[src/rtl/vram_pkg.sv]
// Shared widths, defaults and FSM state type for the VRAM pixel writer.
package vram_pkg;

  localparam int unsigned ADDR_W = 18;
  localparam int unsigned DATA_W = 8;

  localparam int unsigned       H_RES_DEF       = 512;
  localparam int unsigned       V_RES_DEF       = 512;
  localparam logic [DATA_W-1:0] CLEAR_COLOR_DEF = 8'h00;

  typedef enum logic {
    S_CLEAR,
    S_RUN
  } state_e;

endpackage

[src/rtl/pix_addr_map.sv]
// Range check and linear framebuffer address for a pixel coordinate.
module pix_addr_map
  import vram_pkg::*;
#(
  parameter int unsigned H_RES = H_RES_DEF,
  parameter int unsigned V_RES = V_RES_DEF
) (
  input  logic [9:0]        pix_x_i,
  input  logic [9:0]        pix_y_i,
  output logic              in_range_o,
  output logic [ADDR_W-1:0] addr_o
);

  // Pure combinational mapping: y*H_RES + x, valid only when both coordinates are in range.
  always_comb begin
    in_range_o = (32'(pix_x_i) < H_RES) && (32'(pix_y_i) < V_RES);
    addr_o     = ADDR_W'(pix_y_i) * ADDR_W'(H_RES) + ADDR_W'(pix_x_i);
  end

endmodule

[src/rtl/vram_pixel_writer.sv]
// Pixel-stream to VRAM writer with full-framebuffer clear sweeps after reset or on request.
module vram_pixel_writer
  import vram_pkg::*;
#(
  parameter int unsigned       H_RES       = H_RES_DEF,
  parameter int unsigned       V_RES       = V_RES_DEF,
  parameter logic [DATA_W-1:0] CLEAR_COLOR = CLEAR_COLOR_DEF
) (
  input  logic              clk,
  input  logic              reset_n,
  input  logic              pix_valid,
  output logic              pix_ready,
  input  logic [9:0]        pix_x,
  input  logic [9:0]        pix_y,
  input  logic [DATA_W-1:0] pix_data,
  input  logic              clear_req,
  output logic              vram_we,
  output logic [ADDR_W-1:0] vram_addr,
  output logic [DATA_W-1:0] vram_wdata,
  output logic              clear_done,
  output logic              frame_done,
  output logic [7:0]        drop_cnt
);

  // One extra bit so the counters can hold H_RES*V_RES itself.
  localparam int unsigned    CntW    = ADDR_W + 1;
  localparam logic [CntW-1:0] Total   = CntW'(H_RES * V_RES);
  localparam logic [CntW-1:0] LastCnt = Total - CntW'(1);

  state_e            state_q;
  logic [CntW-1:0]   clr_addr_q;
  logic [CntW-1:0]   pcnt_q;
  logic              we_q;
  logic [ADDR_W-1:0] addr_q;
  logic [DATA_W-1:0] wdata_q;
  logic              clear_done_q;
  logic              frame_done_q;
  logic [7:0]        drop_q;

  logic              in_range;
  logic [ADDR_W-1:0] map_addr;

  pix_addr_map #(
    .H_RES(H_RES),
    .V_RES(V_RES)
  ) u_pix_addr_map (
    .pix_x_i   (pix_x),
    .pix_y_i   (pix_y),
    .in_range_o(in_range),
    .addr_o    (map_addr)
  );

  // Ready is a pure function of state so upstream sees no combinational loop.
  assign pix_ready = (state_q == S_RUN);

  // Sweep/run FSM with registered VRAM port, pulses and drop counter.
  always_ff @(posedge clk) begin
    if (!reset_n) begin
      state_q      <= S_CLEAR;
      clr_addr_q   <= '0;
      pcnt_q       <= '0;
      we_q         <= 1'b0;
      addr_q       <= '0;
      wdata_q      <= '0;
      clear_done_q <= 1'b0;
      frame_done_q <= 1'b0;
      drop_q       <= '0;
    end else begin
      we_q         <= 1'b0;
      clear_done_q <= 1'b0;
      frame_done_q <= 1'b0;
      unique case (state_q)
        S_CLEAR: begin
          if (clear_done_q) begin
            // Pulse has been shown; only now open the pixel port.
            state_q    <= S_RUN;
            clr_addr_q <= '0;
          end else if (clr_addr_q == Total) begin
            clear_done_q <= 1'b1;
            pcnt_q       <= '0;
          end else begin
            we_q       <= 1'b1;
            addr_q     <= clr_addr_q[ADDR_W-1:0];
            wdata_q    <= CLEAR_COLOR;
            clr_addr_q <= clr_addr_q + CntW'(1);
          end
        end
        S_RUN: begin
          if (pix_valid) begin
            if (in_range) begin
              we_q    <= 1'b1;
              addr_q  <= map_addr;
              wdata_q <= pix_data;
              if (pcnt_q == LastCnt) begin
                frame_done_q <= 1'b1;
                pcnt_q       <= '0;
              end else begin
                pcnt_q <= pcnt_q + CntW'(1);
              end
            end else if (drop_q != 8'hFF) begin
              drop_q <= drop_q + 8'd1;
            end
          end
          // A pixel accepted alongside the request is written first, sweep follows.
          if (clear_req) begin
            state_q    <= S_CLEAR;
            clr_addr_q <= '0;
          end
        end
      endcase
    end
  end

  assign vram_we    = we_q;
  assign vram_addr  = addr_q;
  assign vram_wdata = wdata_q;
  assign clear_done = clear_done_q;
  assign frame_done = frame_done_q;
  assign drop_cnt   = drop_q;

endmodule

[config.mk]
export PLATFORM = sky130hd
export DESIGN_NAME = vram_pixel_writer
export DESIGN_NICKNAME = d
export VERILOG_FILES = /design/src/rtl/vram_pkg.sv /design/src/rtl/pix_addr_map.sv /design/src/rtl/vram_pixel_writer.sv
export SDC_FILE = /design/constraint.sdc
export NUM_CORES = 1
export LEC_CHECK = 0
export CAP_MARGIN = 10
export CELL_PAD_IN_SITES_DETAIL_PLACEMENT = 2
export CELL_PAD_IN_SITES_GLOBAL_PLACEMENT = 2
export CORE_ASPECT_RATIO = 0.6
export CORE_MARGIN = 2
export CORE_UTILIZATION = 34
export CTS_CLUSTER_DIAMETER = 40
export CTS_CLUSTER_SIZE = 8
export DETAILED_ROUTE_END_ITERATION = 10
export GPL_ROUTABILITY_DRIVEN = 0
export PLACE_DENSITY = 0.89
export SLEW_MARGIN = 25
export SYNTH_ARGS = -nofsm -noshare
export SYNTH_HDL_FRONTEND = slang
export SYNTH_SLANG_ARGS = --single-unit
[constraint.sdc]
create_clock -name clk -period 3.38 [get_ports clk]
set_input_delay 0.676 -clock clk [delete_from_list [all_inputs] [get_ports clk]]
set_output_delay 0.676 -clock clk [all_outputs]
set_load 0.005 [all_outputs]
### Yosys cells after proc, flatten, opt, wreduce, memory -nomap -nowiden

Index checks and enable logic that the tools add are counted.

| cells by class | value |
|---|---|
| add/subtract/negate cells | 4 |
| magnitude comparators | 2 |
| equal/unequal tests | 10 |
| multiplexer cells | 30 |
| bitwise logic cells | 3 |
| reductions and logical operators | 7 |

Operators by type and width:

| kind | count |
|---|---|
| 2-to-1 mux 19 bit | 8 |
| case mux 19 bit (2 select lines) | 2 |
| 2-to-1 mux 18 bit | 4 |
| adder 19 x 1 -> 19 bit, second input constant | 2 |
| case mux 18 bit (2 select lines) | 1 |
| 2-to-1 mux 8 bit | 4 |
| < comparator 10 bit, second input constant | 2 |
| == test 19 x 18 -> 1 bit, second input constant | 1 |
| == test 19 bit, second input constant | 1 |
| adder 18 x 10 -> 18 bit | 1 |
| case mux 8 bit (2 select lines) | 1 |
| AND reduction 4 bit | 4 |
| != test 2 bit, second input constant | 5 |
| adder 8 x 1 -> 8 bit, second input constant | 1 |
| 2-to-1 mux 1 bit | 8 |
| != test 8 bit, second input constant | 1 |
| case mux 1 bit (2 select lines) | 2 |
| != test 3 bit, second input constant | 1 |
| inverter 1 bit | 3 |
| OR reduction 3 bit | 1 |
| != test 2 x 1 -> 1 bit, second input constant | 1 |
| AND reduction 2 bit | 1 |
| logical AND 1 bit | 1 |

| storage, ports and cells | value |
|---|---|
| register bits after elaboration | 76 |
| output and inout bits | 38 |
| logic and storage cells | 65 |

### Longest topological paths before layout

| depth | value |
|---|---|
| depth after elaboration | 5 |
| mapped depth | 7 |

### Modules after synthesis

From an unflattened synthesis, not the netlist that was laid out.

| unflattened totals | value |
|---|---|
| cell total of the unflattened synthesis | 462 |
| area, all modules | 4,055.1 µm² |

By module, submodules not included:

| module | times used | cells each | area an instance (µm²) |
|---|---|---|---|
| vram_pixel_writer | 1 | 434 | 3,842.4 |
| pix_addr_map | 1 | 28 | 212.7 |

### Least setup slack after synthesis

OpenSTA, ideal clock, no wires.

| timing path | value |
|---|---|
| path type | input to register |
| start | input port pix_y[9] |
| end | register pcnt_q[6] |
| setup time | 87 ps |
| data arrival time | 1,922 ps |
| path slack | 1,371 ps |
| cell stages on the path | 7 |
| path through | nor2_1 and3_1 clkbuf_8 o211ai_4 buf_6 or4_2 o31ai_1 |

| on the way | value |
|---|---|
| longest elaborated chain between the ends | 4 |

Ends and longest elaborated chain:

| what | line | RTL |
|---|---|---|
| start: declaration | vram_pixel_writer.sv:14 | `input logic [9:0] pix_y,` |
| < comparator 10 bit | pix_addr_map.sv:16 | `in_range_o = (32'(pix_x_i) < H_RES) && (32'(pix_y_i) < V_RES);` |
| logical AND 1 bit | pix_addr_map.sv:16 |  |
| != test 2 x 1 -> 1 bit (no source line) | - |  |
| AND reduction 4 bit (no source line) | - |  |
| end signal: assignment | vram_pixel_writer.sv:98 | `pcnt_q <= pcnt_q + CntW'(1);` |
| end: declaration | vram_pixel_writer.sv:32 | `logic [CntW-1:0] pcnt_q;` |

No other way between the ends.
A chain may end at the register's enable or synchronous reset.

### Worst setup path in the final report

| timing path | value |
|---|---|
| start | register clr_addr_q[1] |
| end | register clr_addr_q[18] |

| on the way | value |
|---|---|
| longest elaborated chain between the ends | 4 |
| elaborated cells on any way between the ends | 7 |
| those cells by class | add/sub: 1; eq/ne: 2; mux: 3; reduce/logical: 1 |

Ends and longest elaborated chain:

| what | line | RTL |
|---|---|---|
| start: declaration | vram_pixel_writer.sv:31 | `logic [CntW-1:0] clr_addr_q;` |
| start signal: assignment | vram_pixel_writer.sv:85 | `clr_addr_q <= clr_addr_q + CntW'(1);` |
| adder 19 x 1 -> 19 bit | vram_pixel_writer.sv:85 |  |
| 2-to-1 mux 19 bit | vram_pixel_writer.sv:78 | `end else if (clr_addr_q == Total) begin` |
| 2-to-1 mux 19 bit | vram_pixel_writer.sv:74 | `if (clear_done_q) begin` |
| case mux 19 bit (2 select lines) | vram_pixel_writer.sv:72 | `unique case (state_q)` |

Several ways; a longest one is shown, not always the timed one. The select of a mux whose other input is x is not followed.

==> results.json <==
{
  "status": "finished clean",
  "synth-async-reset-ratio": 0,
  "setup_violations": 0,
  "start_kind": "flip-flop",
  "drive_above_1_share": 0.106,
  "synth_area_per_cell_um2": 8.64,
  "critPathKind": "reg2reg",
  "post-route-drc-count": 0,
  "worst_pin_slew_ps": 838,
  "top_layer": "met4",
  "clock-sinks": 76,
  "grtUsageTotal": 0.274,
  "core_um2": 11400,
  "diodes": 0,
  "relSlewSlack": 0.441,
  "min_period_over_period": 0.796,
  "wl_met3_um": 803,
  "cpLargestDelayFamily": "simple AND/OR/NAND/NOR gates",
  "syn_inst": 466,
  "peakVddDrop_v": 0.000279,
  "maxCapViolCount": 0,
  "drtAntennaViolNets": 0,
  "slew_violations": 0,
  "dieArea_um2": 12800,
  "via_per_inst": 5.95,
  "vias": 4098,
  "fmaxAchievable_mhz": 372,
  "final_nets": 562,
  "antenna_found_initial": 0,
  "wl_mm": 16.9,
  "hold_viol": 0,
  "ys.flop_type": "dfxtp_1",
  "grt.overflow.total": 0,
  "end_kind": "flip-flop",
  "postCtsHoldBufs": 0,
  "post_cts_resized": 0,
  "yosys.cell_count.top_type": "dfxtp_1",
  "crit_required_ps": 3600,
  "cts.clk_slew.worst_paths_ps": 60,
  "synth-seq-cells": 76,
  "dpl_cell_area_um2": 4800,
  "synth_nets": 504,
  "rsz0062_at_grt": "false",
  "final.setup.tns_ps": 0,
  "wire_per_inst_um": 24.5,
  "setup_slack_ps": 691,
  "cts-root-buf": "clkbuf_16",
  "synth_top_area_frac": 0.378,
  "wl_met2_mm": 7.98,
  "syn_to_final_growth_pct": 25.9,
  "grt_pass1_vias": 4476,
  "num_io_pins": 70,
  "fillers": 1281,
  "yosysWarnings": 0,
  "synth-edff-count": 0,
  "seq_area_frac_synth": 0.378,
  "cp_cell_sequence": "ha_1 -> nand4_1 -> nor4_1 -> nand3_1 -> o311ai_0",
  "cp_max_fo": 6,
  "fp.dieH_um": 88.3,
  "clk_path_buf_depth": 2,
  "h-tree-depth": 3,
  "path_buf_inv": 0,
  "p_leak_nw": 1.65,
  "cpPeakStageDelay_ps": 760,
  "io_buffers": 69,
  "drt-met1-wl_mm": 7.67,
  "total_power_mw": 1.95,
  "grt_pass1_wl_mm": 26.4,
  "yosysTopAreaCell": "dfxtp_1",
  "ys_top_cells_by_area": "dfxtp_1 (38%), mux2i_1 (5.7%), nand3_1 (5.1%), nand2_1 (3.4%), nor2_1 (2.9%)",
  "dp_slack_ps": 608,
  "dp_hpwl_mm": 10.9,
  "die_x_um": 144,
  "row_count": 30,
  "tritoncts": "done",
  "powerDensity_nw_per_um2": 385,
  "skew_ps": 4.67,
  "grt_max_degree": 60,
  "synth.distinct_cells": 63,
  "finish.instance_area_um2": 5070,
  "synthTopCellsByCount": "dfxtp_1 (76), nand3_1 (41), nand2_1 (36)",
  "drt_first_pass_iters": 4,
  "cts-buffers-inserted": 9,
  "slowest_stage": "nor4_1",
  "layout_min_cycle_time_ps": 2690,
  "hold_path.class": "reg2reg",
  "drtIter0Drc": 286,
  "cp.arrival_ps": 2910,
  "initial_core_util": 0.353,
  "post-cts-setup-buffers": 0,
  "syn_area_um2": 4030,
  "clk-insertion-delay-late_ps": 350
}
==> cells in the final DEF, fill, tap and decap left out, drive strengths merged, types with 7 or more instances in the layout <==
cell | Yosys | routed
a32o | 7 | 7
and3 | 8 | 8
nor2 | 32 | 32
nand2 | 36 | 36
a211oi | 14 | 14
or3 | 13 | 13
a21oi | 16 | 16
xnor2 | 10 | 10
clkbuf | 17 | 10
inv | 14 | 15
buf | 17 | 13
clkdlybuf4s50 | 0 | 68
nor3 | 18 | 18
mux2i | 23 | 23
nor4 | 10 | 10
a22oi | 12 | 12
o21ai | 20 | 20
nand4 | 15 | 15
nand3 | 42 | 42
dfxtp | 76 | 76
==> where the power goes <==
part | internal (mW) | switching, mW | total [mW]
Sequential | 0.901 | 0.0103 | 0.911
Combinational | 0.0575 | 0.0678 | 0.125
Clock | 0.496 | 0.416 | 0.912
==> layer usage <==
layer / up-vias / global-route usage
met3: 38 / 0.0601
met2: 131 / 0.455
met1: 2073 / 0.355
met5: - / 0
li1: 1856 / -
met4: 0 / 0.103
==> layout make-up <==
class	instances	area, µm²	share of cell area
well taps	160	200	0.0395
flip-flops and latches	76	1520	0.300
inverters	14	52.6	0.0104
clock inverters	6	38.8	0.00765
multi-input cells	342	2250	0.444
repair buffers	81	776	0.153
clock buffers	10	229	0.0452
==> final timing paths <==
check                                           startpoint                          end  slack [ps]  depth (start not counted)
worst max-delay path            clr_addr_q[1]$_SDFFE_PN0P_  clr_addr_q[18]$_SDFFE_PN0P_         690                          5
worst min-delay path               pcnt_q[18]$_SDFFE_PN0P_        frame_done$_SDFF_PN0_         470                          1
worst max register to register  clr_addr_q[1]$_SDFFE_PN0P_  clr_addr_q[18]$_SDFFE_PN0P_         690                          5
worst min register to register     pcnt_q[18]$_SDFFE_PN0P_        frame_done$_SDFF_PN0_         470                          1
==> cell families (layout without fill, tap and decap cells) <==
family | Yosys count | in the layout | share of synthesized area
and+or+nand+nor | 197 | 197 | 0.265
AOI/OAI and AO/OA | 102 | 102 | 0.187
DFF | 76 | 76 | 0.378
buffers and inverters | 48 | 111 | 0.0631
muxes | 23 | 23 | 0.0572
xor gates and xnor gates | 14 | 14 | 0.0305
adders and majority gates | 6 | 6 | 0.0187
==> stage by stage <==
| stage | hold WS, ps | std cells | utilization |
|---|---|---|---|
| finish | 468 | 689 | 0.444 |
| global route | 477 | 689 | 0.444 |
| CTS | 469 | 689 | 0.444 |
| detailed placement | 451 | 673 | 0.421 |
| global placement | 438 | 673 | 0.421 |
| floorplan | 412 | 466 | - |
==> sequential cells by signal (all words and copies together), names as in the netlist <==
register and flops:
clr_addr_q 19, frame_done 1, vram_we 1, vram_wdata 8, vram_addr 18, pcnt_q 19, pix_ready 1, clear_done 1
drop_cnt 8
No activity file was read; power rests on OpenSTA's default activity.
